$ cat config.mk
export PLATFORM = sky130hd
export DESIGN_NAME = dmem_access_arbiter
export DESIGN_NICKNAME = d
export VERILOG_FILES = /design/src/rtl/dmem_access_arbiter.sv
export SDC_FILE = /design/constraint.sdc
export NUM_CORES = 1
export LEC_CHECK = 0
export ABC_AREA = 1
export CAP_MARGIN = 5
export CORE_AREA = 3 3 114 116
export DETAILED_ROUTE_END_ITERATION = 12
export DIE_AREA = 0 0 117 119
export DONT_BUFFER_PORTS = 1
export PLACE_DENSITY_LB_ADDON = 0.12
export REMOVE_ABC_BUFFERS = 1
export SYNTH_ARGS = -nofsm -noshare
export SYNTH_HDL_FRONTEND = slang
export SYNTH_SLANG_ARGS = --single-unit
$ cat constraint.sdc
create_clock -name clk -period 6.3 [get_ports clk]
set_input_delay 1.26 -clock clk [delete_from_list [all_inputs] [get_ports clk]]
set_output_delay 1.26 -clock clk [all_outputs]
set_load 0.05 [all_outputs]
$ cat src/rtl/dmem_access_arbiter.sv
// Single-ported data memory sequencer shared by the pipeline load/store port and a DMA/debug port.
// Round-robin arbitration, registered strobes held until mem_ready, one-cycle completion pulses.
module dmem_access_arbiter #(
   parameter int ADDR_W = 32,
   parameter int DATA_W = 32
) (
   input  logic              clk,
   input  logic              reset,
   input  logic              cpu_read,
   input  logic              cpu_write,
   input  logic [ADDR_W-1:0] cpu_addr,
   input  logic [DATA_W-1:0] cpu_wdata,
   output logic [DATA_W-1:0] cpu_rdata,
   output logic              cpu_stall,
   input  logic              dma_req,
   input  logic              dma_we,
   input  logic [ADDR_W-1:0] dma_addr,
   input  logic [DATA_W-1:0] dma_wdata,
   output logic [DATA_W-1:0] dma_rdata,
   output logic              dma_ack,
   output logic              mem_read,
   output logic              mem_write,
   output logic [ADDR_W-1:0] mem_addr,
   output logic [DATA_W-1:0] mem_wdata,
   input  logic [DATA_W-1:0] mem_rdata,
   input  logic              mem_ready
);

   typedef enum logic [1:0] {IDLE, CPU_ACC, DMA_ACC} state_t;

   state_t            state_q, state_d;
   logic              last_dma_q, last_dma_d;
   logic              mem_read_q, mem_read_d;
   logic              mem_write_q, mem_write_d;
   logic [ADDR_W-1:0] mem_addr_q, mem_addr_d;
   logic [DATA_W-1:0] mem_wdata_q, mem_wdata_d;
   logic [DATA_W-1:0] cpu_rdata_q, cpu_rdata_d;
   logic [DATA_W-1:0] dma_rdata_q, dma_rdata_d;
   logic              cpu_done_q, cpu_done_d;
   logic              dma_ack_q, dma_ack_d;

   logic cpu_req, cpu_elig, dma_elig, grant_cpu, grant_dma;

   // A requester still shows its old request in its own completion cycle.
   assign cpu_req   = cpu_read | cpu_write;
   assign cpu_elig  = cpu_req & ~cpu_done_q;
   assign dma_elig  = dma_req & ~dma_ack_q;
   assign grant_cpu = cpu_elig & (~dma_elig | last_dma_q);
   assign grant_dma = dma_elig & ~grant_cpu;

   always_comb begin
      state_d     = state_q;
      last_dma_d  = last_dma_q;
      mem_read_d  = mem_read_q;
      mem_write_d = mem_write_q;
      mem_addr_d  = mem_addr_q;
      mem_wdata_d = mem_wdata_q;
      cpu_rdata_d = cpu_rdata_q;
      dma_rdata_d = dma_rdata_q;
      cpu_done_d  = 1'b0;
      dma_ack_d   = 1'b0;
      case (state_q)
         IDLE: begin
            if (grant_cpu) begin
               mem_addr_d  = cpu_addr;
               mem_wdata_d = cpu_wdata;
               mem_write_d = cpu_write;
               mem_read_d  = ~cpu_write;
               last_dma_d  = 1'b0;
               state_d     = CPU_ACC;
            end else if (grant_dma) begin
               mem_addr_d  = dma_addr;
               mem_wdata_d = dma_wdata;
               mem_write_d = dma_we;
               mem_read_d  = ~dma_we;
               last_dma_d  = 1'b1;
               state_d     = DMA_ACC;
            end
         end
         CPU_ACC: begin
            if (mem_ready) begin
               mem_read_d  = 1'b0;
               mem_write_d = 1'b0;
               cpu_rdata_d = mem_rdata;
               cpu_done_d  = 1'b1;
               state_d     = IDLE;
            end
         end
         DMA_ACC: begin
            if (mem_ready) begin
               mem_read_d  = 1'b0;
               mem_write_d = 1'b0;
               dma_rdata_d = mem_rdata;
               dma_ack_d   = 1'b1;
               state_d     = IDLE;
            end
         end
         default: state_d = IDLE;
      endcase
   end

   // last_grant starts at DMA so the CPU wins the first tie.
   always_ff @(posedge clk or posedge reset) begin
      if (reset) begin
         state_q     <= IDLE;
         last_dma_q  <= 1'b1;
         mem_read_q  <= 1'b0;
         mem_write_q <= 1'b0;
         mem_addr_q  <= '0;
         mem_wdata_q <= '0;
         cpu_rdata_q <= '0;
         dma_rdata_q <= '0;
         cpu_done_q  <= 1'b0;
         dma_ack_q   <= 1'b0;
      end else begin
         state_q     <= state_d;
         last_dma_q  <= last_dma_d;
         mem_read_q  <= mem_read_d;
         mem_write_q <= mem_write_d;
         mem_addr_q  <= mem_addr_d;
         mem_wdata_q <= mem_wdata_d;
         cpu_rdata_q <= cpu_rdata_d;
         dma_rdata_q <= dma_rdata_d;
         cpu_done_q  <= cpu_done_d;
         dma_ack_q   <= dma_ack_d;
      end
   end

   assign cpu_stall = cpu_req & ~cpu_done_q;
   assign cpu_rdata = cpu_rdata_q;
   assign dma_rdata = dma_rdata_q;
   assign dma_ack   = dma_ack_q;
   assign mem_read  = mem_read_q;
   assign mem_write = mem_write_q;
   assign mem_addr  = mem_addr_q;
   assign mem_wdata = mem_wdata_q;

endmodule

==> impl_results.md <==
- Max-cap viol count: 0
- CTS Hold Bufs: 0
- Top layer in use: met4
- # port buffers: 0
- Largest family of logic cells by synthesized area: simple AND/OR/NAND/NOR gates
- Top Ports: 299
- Hold EP: last_dma_q
- DR WL met3: 1.94 mm
- RSZ-0062 raised after global routing: no
- Iter 0 DRT Violations: 240
- Clk pin slew, worst setup/hold paths: 50 ps
- Run status: finished, final reports clean
- Relative slew slack: 32.3%
- Fin Clk Skew: 6.60 ps
- Hold depth: 2
- Largest net degree at the start of global routing: 88
- Worst Path Arrival: 1620 ps
- Final HPWL DP: 10.6 mm
- Core Area: 0.0120 mm^2
- Drt first pass iters: 5
- H-tree lvl count: 4
- CP Class: in -> out
- Crit. End Element: output pin
- Tcrit/Tclk final: 45.8%
- Initial antenna violation count: 0
- DR vias/cell: 5.25
- Setup violations, final: 0
- Grt ovf: 0
- Buffer count from post-CTS setup fixing: 0
- Flops & latches, synth: 135
- GRT Overall Usage: 20.5%
- FILL cells: 1,123
- Synth Area in Adders: 0.892%
- Multiplexer share of the synthesized area: 0%
- Distinct cells, synth: 20
- Simple-Gate Fraction of Synth Area: 25.7%
- Mean routed wirelength per cell: 18.8 um
- Vias in the first global route: 4,064
- Largest fanout on the critical path: 4
- Synthesized area: 0.00561 mm^2
- Die boundary width: 117 um
- RR Endpoint: mem_wdata[15]
- R2r startpoint: dma_ack
- Post-Syn Instances: 637
- Min cycle time layout: 2880 ps
- Count of nets after finishing: 796
- Vias: 4,119
- Compound-Gate Fraction of Synth Area: 6.11%
- Top delay family on crit path: simple AND/OR/NAND/NOR gates
- Synth area leader: dfrtp_1
- Standard-cell rows: 40
- Setup_tns: 0 ps
- Critical-path top delay cell: nor2_4
- Util after Layout: 51.5%
- Routability cong.: 0.835
- Worst reg2reg path depth: 7
- Xor/xnor share of the synthesized area: 0%
- Main area contributors after synthesis: dfrtp_1, nand2_1, nand3_1
- Die H: 119 um
- Final Hold Fails: 0
- Post-route ant nets: 0
- # diodes: 0
- Root buf cell: clkbuf_16
- Worst path buffer plus inverter count: 0
- TritonCTS clock tree: built
- Num Clock Sinks: 135
- First-pass GRT wire length: 21.8 mm
- Syn_area_per_cell: 8.81 um^2
- Crit path cell chain: nor2_2, nor2_4
- Post_cts resized: 0
- Hold Crit Start: last_dma_q
- Top cell type's share of synthesized area: 59.8%
- Max incr delay on CP: 330 ps
- Area grow syn2layout: 10.4%
- Seq/Total Area, Yosys: 60.2%
- Layout cells sized above 1: 7.06%
- Warnings from Yosys: 0
- Final Max Slew Viols: 0
- Clock buffer count from CTS: 17
- Initial core utilization: 46.7%
- Worst EP required: 5040 ps
- Drt total wl: 14.8 mm
- Crit start category: input pin
- Buffer depth of the longest clock path: 2
- Hold crit path type: reg -> reg
- WL met2: 7.30 mm
- Least-Margin Pin Slew: 1010 ps
- Die area: 0.0139 mm^2
- R2R setup slack: 4000 ps
- Max Fclk: 347 MHz
- Clk_lat worst skew: 410 ps
- DRC viols: 0
- Met1 WL: 5.23 mm
[layer usage]
metal	vias up	GRT usage (%)
met5	-	0
met4	0	7.67
met3	23	11.3
met2	214	33.9
met1	1913	21.8
li1	1969	-
[cell families after synthesis]
group                      Yosys count
and+or+nand+nor                    350
DFF                                135
buffers and inverters               80
AOI/OAI and AO/OA                   68
adders and majority gates            4
[cell type report]
type	instances	area (um^2)	area share, %
inverter	45	174	2.81
clock inverter	8	96.3	1.56
timing repair buffer	4	30.0	0.485
sequential	135	3380	54.6
tap	147	184	2.97
multi-input combinational	422	1840	29.7
clock buffer	23	488	7.88
[registers in the layout, summed over array words and instances, names as in the netlist]
signal,count
dma_ack,1
mem_write,1
mem_read,1
dma_rdata,32
cpu_done_q,1
mem_addr,32
last_dma_q,1
cpu_rdata,32
mem_wdata,32
state_q,2
[cell usage after synthesis]
master,count
inv_2,1
nor2_4,3
o21ai_0,67
buf_1,1
inv_1,44
buf_4,5
nor2_2,1
buf_6,6
dfstp_2,1
o21bai_1,1
nand2_2,1
ha_1,4
dfrtp_1,134
or2_2,1
clkbuf_1,13
nand3_1,71
buf_8,2
nand2_4,1
nand2_1,272
buf_2,8
[worst max path at each step]
stage	start	end	slack, ps	depth (start not counted)
after floorplan	reset	cpu_done_q	1430	1
after global placement	cpu_write	mem_addr[9]	3370	7
after detailed placement	cpu_write	mem_wdata[15]	3300	7
after CTS	cpu_write	cpu_stall	3410	2
after global routing	cpu_write	cpu_stall	3400	2
final	cpu_write	cpu_stall	3420	2
[worst reg2reg max path: stages, from the launching register on]
cell	delay, ps
dfrtp_1	650
inv_1	110
nand3_1	200
nand2_4	100
nor2_4	420
buf_4	500
nand2_1	120
nand3_1	120
[through the flow]
| stage | area, um^2 | hold WS, ps | worst slack [ps] | cells |
|---|---|---|---|---|
| 2_1_floorplan | 5380 | 470 | 1430 | 602 |
| 3_3_place_gp | 5610 | 482 | 3370 | 753 |
| 3_5_place_dp | 5610 | 486 | 3300 | 753 |
| 4_1_cts | 6190 | 494 | 3410 | 784 |
| 5_1_grt | 6190 | 525 | 3400 | 784 |
| 6_report | 6190 | 492 | 3420 | 784 |
[cells in the final DEF (no fill, tap or decap), drive strengths merged]
cell type  instances
clkinv             5
buf                4
nor2               4
o21bai             1
o21ai             67
nand2            274
clkinvlp           1
ha                 4
nand3             71
clkbuf            23
bufinv             2
inv               45
dfstp              1
or2                1
dfrtp            134
Power is left out: the tool's default activity adds up to more than one toggle a clock period on the data nets, which glitch-free logic cannot reach.
